$ cat src/rtl/simplerisc_pkg.sv
// Shared SimpleRISC definitions: instruction constants, opcodes and the
// interlock controller's state type.
package simplerisc_pkg;

    localparam logic [31:0] NOP_INSTR = 32'h6800_0000;

    localparam logic [4:0] OPC_LD   = 5'b01110;
    localparam logic [4:0] OPC_BEQ  = 5'b10000;
    localparam logic [4:0] OPC_BGT  = 5'b10001;
    localparam logic [4:0] OPC_B    = 5'b10010;
    localparam logic [4:0] OPC_CALL = 5'b10011;
    localparam logic [4:0] OPC_RET  = 5'b10100;

    typedef enum logic {
        RUN   = 1'b0,
        STALL = 1'b1
    } ilk_state_t;

    // True for any opcode that can redirect the PC when resolved in EX.
    function automatic logic is_branch_opc(input logic [4:0] opc);
        return (opc == OPC_B)    || (opc == OPC_BEQ) || (opc == OPC_BGT) ||
               (opc == OPC_CALL) || (opc == OPC_RET);
    endfunction

endpackage

$ cat src/rtl/pipe_interlock_ctrl_if.sv
// Hazard/branch requests in, pipeline latch controls and perf counters out.
// master = pipeline side driving requests, slave = interlock controller.
interface pipe_interlock_ctrl_if #(
    parameter int CNT_W = 16
);
    logic             add_stall;
    logic             isBranchTaken_E;
    logic             cnt_clr;
    logic             pc_en;
    logic             if_of_en;
    logic             if_of_flush;
    logic             of_ex_bubble;
    logic             stalled;
    logic [CNT_W-1:0] stall_count;
    logic [CNT_W-1:0] flush_count;

    modport master (
        output add_stall, isBranchTaken_E, cnt_clr,
        input  pc_en, if_of_en, if_of_flush, of_ex_bubble, stalled,
               stall_count, flush_count
    );

    modport slave (
        input  add_stall, isBranchTaken_E, cnt_clr,
        output pc_en, if_of_en, if_of_flush, of_ex_bubble, stalled,
               stall_count, flush_count
    );
endinterface

$ cat src/rtl/pipe_interlock_ctrl_sat_counter.sv
// Saturating event counter with synchronous clear (clear beats increment).
module sat_counter #(
    parameter int CNT_W = 16
) (
    input  logic             clk,
    input  logic             rst,
    input  logic             inc,
    input  logic             clr,
    output logic [CNT_W-1:0] count
);

    // Count events, stick at all-ones instead of wrapping.
    always_ff @(posedge clk or posedge rst) begin
        if (rst) begin
            count <= '0;
        end else if (clr) begin
            count <= '0;
        end else if (inc && (count != '1)) begin
            count <= count + 1'b1;
        end
    end

endmodule

$ cat src/rtl/pipe_interlock_ctrl.sv
// Load-use / taken-branch interlock sequencer for the SimpleRISC pipeline.
// Controls are Mealy so a hazard stalls the front end in the same cycle the
// detector raises it; only the extra bubbles beyond the first need state.
module pipe_interlock_ctrl #(
    parameter int STALL_CYCLES = 1,
    parameter int CNT_W        = 16
) (
    input  logic                 clk,
    input  logic                 rst,
    pipe_interlock_ctrl_if.slave bus
);
    import simplerisc_pkg::*;

    localparam int RW = $clog2(STALL_CYCLES + 1);

    ilk_state_t       state;
    logic [RW-1:0]    remaining;
    logic             pc_en;
    logic             if_of_en;
    logic             if_of_flush;
    logic             of_ex_bubble;
    logic             stall_inc;
    logic             flush_inc;
    logic [CNT_W-1:0] stall_cnt;
    logic [CNT_W-1:0] flush_cnt;

    // Decode controls from state and live requests; a taken branch outranks
    // any stall, and reset forces the free-running defaults.
    always_comb begin
        pc_en        = 1'b1;
        if_of_en     = 1'b1;
        if_of_flush  = 1'b0;
        of_ex_bubble = 1'b0;
        stall_inc    = 1'b0;
        flush_inc    = 1'b0;
        if (!rst) begin
            if (bus.isBranchTaken_E) begin
                if_of_flush  = 1'b1;
                of_ex_bubble = 1'b1;
                flush_inc    = 1'b1;
            end else if ((state == STALL) || bus.add_stall) begin
                pc_en        = 1'b0;
                if_of_en     = 1'b0;
                of_ex_bubble = 1'b1;
                stall_inc    = 1'b1;
            end
        end
    end

    // Track the extra bubble cycles owed after the first one of a hazard.
    always_ff @(posedge clk or posedge rst) begin
        if (rst) begin
            state     <= RUN;
            remaining <= '0;
        end else begin
            case (state)
                RUN: begin
                    if (!bus.isBranchTaken_E && bus.add_stall && (STALL_CYCLES > 1)) begin
                        state     <= STALL;
                        remaining <= RW'(STALL_CYCLES - 1);
                    end
                end
                STALL: begin
                    if (bus.isBranchTaken_E || (remaining == RW'(1))) begin
                        state     <= RUN;
                        remaining <= '0;
                    end else begin
                        remaining <= remaining - 1'b1;
                    end
                end
                default: begin
                    state     <= RUN;
                    remaining <= '0;
                end
            endcase
        end
    end

    sat_counter #(.CNT_W(CNT_W)) u_stall_cnt (
        .clk   (clk),
        .rst   (rst),
        .inc   (stall_inc),
        .clr   (bus.cnt_clr),
        .count (stall_cnt)
    );

    sat_counter #(.CNT_W(CNT_W)) u_flush_cnt (
        .clk   (clk),
        .rst   (rst),
        .inc   (flush_inc),
        .clr   (bus.cnt_clr),
        .count (flush_cnt)
    );

    assign bus.pc_en        = pc_en;
    assign bus.if_of_en     = if_of_en;
    assign bus.if_of_flush  = if_of_flush;
    assign bus.of_ex_bubble = of_ex_bubble;
    assign bus.stalled      = (state == STALL);
    assign bus.stall_count  = stall_cnt;
    assign bus.flush_count  = flush_cnt;

endmodule

$ cat src/flat_wrapper.sv
// flat-port wrapper written by rule: the top's interface ports become plain ports
module pipe_interlock_ctrl_flat import simplerisc_pkg::*;
#(
    parameter int STALL_CYCLES = 1,
    parameter int CNT_W        = 16
)
  (clk, rst, bus_add_stall, bus_isBranchTaken_E, bus_cnt_clr, bus_pc_en, bus_if_of_en, bus_if_of_flush, bus_of_ex_bubble, bus_stalled, bus_stall_count, bus_flush_count);
  pipe_interlock_ctrl_if #(.CNT_W(CNT_W)) bus_i ();
  input  logic clk;
  input  logic rst;
  input wire logic [$bits(bus_i.add_stall)-1:0] bus_add_stall;
  input wire logic [$bits(bus_i.isBranchTaken_E)-1:0] bus_isBranchTaken_E;
  input wire logic [$bits(bus_i.cnt_clr)-1:0] bus_cnt_clr;
  output wire logic [$bits(bus_i.pc_en)-1:0] bus_pc_en;
  output wire logic [$bits(bus_i.if_of_en)-1:0] bus_if_of_en;
  output wire logic [$bits(bus_i.if_of_flush)-1:0] bus_if_of_flush;
  output wire logic [$bits(bus_i.of_ex_bubble)-1:0] bus_of_ex_bubble;
  output wire logic [$bits(bus_i.stalled)-1:0] bus_stalled;
  output wire logic [$bits(bus_i.stall_count)-1:0] bus_stall_count;
  output wire logic [$bits(bus_i.flush_count)-1:0] bus_flush_count;
  assign bus_i.add_stall = bus_add_stall;
  assign bus_i.isBranchTaken_E = bus_isBranchTaken_E;
  assign bus_i.cnt_clr = bus_cnt_clr;
  assign bus_pc_en = bus_i.pc_en;
  assign bus_if_of_en = bus_i.if_of_en;
  assign bus_if_of_flush = bus_i.if_of_flush;
  assign bus_of_ex_bubble = bus_i.of_ex_bubble;
  assign bus_stalled = bus_i.stalled;
  assign bus_stall_count = bus_i.stall_count;
  assign bus_flush_count = bus_i.flush_count;
  pipe_interlock_ctrl #(.STALL_CYCLES(STALL_CYCLES), .CNT_W(CNT_W)) u_core (.clk(clk), .rst(rst), .bus(bus_i));
endmodule
$ cat config.mk
export PLATFORM = sky130hd
export DESIGN_NAME = pipe_interlock_ctrl_flat
export DESIGN_NICKNAME = d
export VERILOG_FILES = /design/src/rtl/simplerisc_pkg.sv /design/src/rtl/pipe_interlock_ctrl_if.sv /design/src/rtl/pipe_interlock_ctrl_sat_counter.sv /design/src/rtl/pipe_interlock_ctrl.sv /design/src/flat_wrapper.sv
export SDC_FILE = /design/constraint.sdc
export NUM_CORES = 1
export LEC_CHECK = 0
export ABC_AREA = 1
export BUFFER_PORTS_ARGS = -buffer_cell sky130_fd_sc_hd__buf_2
export CAP_MARGIN = 20
export CORE_ASPECT_RATIO = 0.5
export CORE_UTILIZATION = 50
export DETAILED_ROUTE_END_ITERATION = 10
export GPL_ROUTABILITY_DRIVEN = 0
export PLACE_DENSITY = 0.77
export SLEW_MARGIN = 40
export SYNTH_ARGS = -nofsm -noshare
export SYNTH_HDL_FRONTEND = slang
export SYNTH_SLANG_ARGS = --single-unit
export TNS_END_PERCENT = 5
$ cat constraint.sdc
create_clock -name clk -period 1.49 [get_ports clk]
set_input_delay 0.0745 -clock clk [delete_from_list [all_inputs] [get_ports clk]]
set_output_delay 0.0745 -clock clk [all_outputs]
set_load 0.005 [all_outputs]
==> reports/results.ini <==
[clock_network]
cts_made_buffers = 5
clk_pin_slew_ns = 0.07
cts.sinks = 34
clock_path_buffers = 2
clock_latency_ns = 0.29
cts_tree = built
ctsHtreeMaxLevel = 2
cts-root-buf = clkbuf_8

[layout]
n_antenna_cell = 0
n_fill_cell = 300
final_area_sq_um = 2930
drive_above_1_share_pct = 32.7
area_growth_pct = 38.1
nets = 404
fin_util_pct = 73.5

[synthesis]
syn_inst = 305
ys_ff_latch = 34
ys.flop_type = dfrtp_1
synth_commonest_cells = nand2_1 (116), nor2_1 (39), dfrtp_1 (34)
yosys_warnings = 0
synth_nets = 312
synth_area_leader_cell = dfrtp_1
syn_area_sq_um = 2120
synth-edff-count = 0
synth-seq-area-share_pct = 40.1
avgSynthCellArea_sq_um = 6.95
synth_top_area_share_pct = 40.1
synthArstFlopShare_pct = 100
ys_types = 28
synthTopCellsByArea = dfrtp_1 (40%), nand2_1 (21%), nor2_1 (6.9%)
yosysMostFrequentCell = nand2_1

[floorplan]
die-area_sq_um = 4520
die_w_um = 94.1
core-area_sq_um = 3980
rows = 16
die_h_um = 48.0
initial_utilization_pct = 53.2
boundaryPins = 42

[global_route]
grt_pass1_vias = 2076
track_usage_pct = 28.6
grt_max_degree = 35
antenna_found_initial = 0
grt_pass1_wl_um = 9490
overflow = 0

[sta]
worst_pin_slew_ns = 0.447
finalCritPeriodShare_pct = 104
setup_tns_ns = -0.209
rsz0062_at_grt = true
slew_viol_final = 0
setup_viol = 8
fmax_ghz = 0.648
period_needed_ns = 1.54
skew_ns = 0.00541
hold_ws_ns = 0.267
worst_slack_ns = -0.0534
slew_headroom_pct = 70.2
finalHoldViolCount = 0

[run_status]
violations = negative setup slack
status = finished with violations

[detailed_routing]
wl_per_cell_um = 13.8
num_vias = 2384
drc = 0
drt_iter0_drc = 129
vias_per_cell = 5.29
ant_nets = 0
routed_wirelength_um = 6240
first_pass_iters = 4

[power]
p_int_mw = 1.30
switchingPower_uw = 464
max-vdd-ir-drop_v = 0.000466
leakage_nw = 1.58
swShare_pct = 26.3
power.share.clock_pct = 37.8
power.density_nw_per_um2 = 602
sequentialPowerShare_pct = 53.1
power.share.combinational_pct = 9.0

[placed_design]
place_ws_ns = -0.146
placed_cell_area_sq_um = 2670
dp_hpwl_um = 4200
numPortBuffers = 41

[setup_path]
slowest_delay_ns = 0.40
crit_arrival_ns = 1.78
crit_top_cell = nor2_4
critPathBufInv = 0
crit_family = simple AND/OR/NAND/NOR gates
crit_chain = ha_4, nand2_4, nor2_4, nand2_4, nor2_4, nor2_4, nor2_4, nand2_1, nand2_1
path_max_fanout = 7
r2r_slack_ns = -0.05
critPathKind = flip-flop to flip-flop
start_kind = flip-flop
required_ns = 1.72
crit_path_end_kind = flip-flop
cpMaxStageDelayCell = dfrtp_1

[flow_run]
cap_violations = 0

[min_path]
hold_class = primary input to flip-flop

what timing repair did:
| item | 4_1_cts | 5_1_grt |
|---|---|---|
| hold buffers | 2 | 0 |
| pin swaps | 10 | 12 |
| buffers inserted | 4 | 2 |
| hold endpoints to repair | 35 | 0 |
| resized for setup | 8 | 18 |
| gates cloned | 2 | 0 |
| endpoints found under the setup margin | 28 | 32 |
power by group through the flow:
| stage | logic, mW | registers, mW | clock network [mW] |
|---|---|---|---|
| 3_3_place_gp | 0.129 | 0.952 | 0 |
| 6_report | 0.159 | 0.936 | 0.667 |
| 2_1_floorplan | 0.0799 | 0.954 | 0 |
| 4_1_cts | 0.154 | 0.936 | 0.677 |
| 5_1_grt | 0.172 | 0.936 | 0.706 |
| 3_5_place_dp | 0.133 | 0.953 | 0 |
worst reg2reg max path: stages, from the launching register on:
cell,delay (ns)
dfrtp_1,0.40
ha_4,0.17
nand2_4,0.06
nor2_4,0.13
nand2_4,0.08
nor2_4,0.16
nor2_4,0.09
nor2_4,0.21
nand2_1,0.10
nand2_1,0.07
cell families (layout without fill, tap and decap cells):
family	count (synthesis)	after routing	share of synthesized area, %
AND/OR/NAND/NOR	216	218	45.2
flip-flops	34	34	40.1
buffers and inverters	32	122	6.67
AO/OA/AOI/OAI	15	15	4.31
XOR/XNOR	6	6	2.48
adder cells (fa/ha/maj)	2	2	1.18
cell type report:
cell class,count,area [sq um],share of cell area (%)
Clock inverter,2,10.0,0.342
Clock buffer,5,68.8,2.35
Multi-Input combinational cell,241,1240,42.5
Timing Repair Buffer,89,571,19.5
Sequential cell,34,852,29.1
Tap cell,54,67.6,2.31
Inverter,26,114,3.89
placed cells by master, fill, tap and decap left out, types with 2 or more instances in the layout:
| master | instances |
|---|---|
| nand2_1 | 109 |
| buf_4 | 46 |
| buf_2 | 41 |
| nor2_1 | 35 |
| dfrtp_1 | 33 |
| nand3_1 | 25 |
| inv_1 | 21 |
| nand4_1 | 16 |
| nand2_2 | 7 |
| o21ai_0 | 7 |
| nor2_4 | 6 |
| nor2_2 | 5 |
| xor2_1 | 5 |
| clkbuf_8 | 5 |
| nor3_1 | 4 |
| o21bai_1 | 4 |
| nand2_4 | 3 |
| or2_2 | 3 |
| inv_2 | 2 |
| a21oi_1 | 2 |
| clkinv_2 | 2 |
| dlygate4sd3_1 | 2 |
metal layers:
layer / global-route usage, % / share of wire (%) / vias up
li1: - / - / 1168
met1: 34.3 / 44 / 1122
met2: 51.5 / 49 / 77
met3: 6.03 / 5.3 / 17
met4: 14.2 / 2.2 / 0
met5: 0 / 0 / -
registers in the layout, indices dropped and copies added, names as in the netlist:
| name | flops |
|---|---|
| u_core.u_flush_cnt.count | 16 |
| u_core.u_stall_cnt.count | 16 |
| u_core.bus.stalled | 1 |
| u_core.remaining | 1 |
metrics by stage:
step                cells  total power, mW
floorplan             305             1.03
global placement      434             1.08
detailed placement    434             1.09
CTS                   449             1.77
global route          451             1.81
finish                451             1.76
final timing paths:
check                           depth (start not counted)                   startpoint                          end
worst max register to register                          9  u_core.u_flush_cnt.count[1]  u_core.u_flush_cnt.count[1]
max in group asynchronous                               4                          rst  u_core.u_stall_cnt.count[3]
min in group asynchronous                               4                          rst  u_core.u_flush_cnt.count[5]
worst min-delay path                                    4                  bus_cnt_clr  u_core.u_stall_cnt.count[7]
worst min register to register                          1             u_core.remaining           u_core.bus.stalled
worst max-delay path                                    9  u_core.u_flush_cnt.count[1]  u_core.u_flush_cnt.count[1]
(Power assumes the default switching activity.)
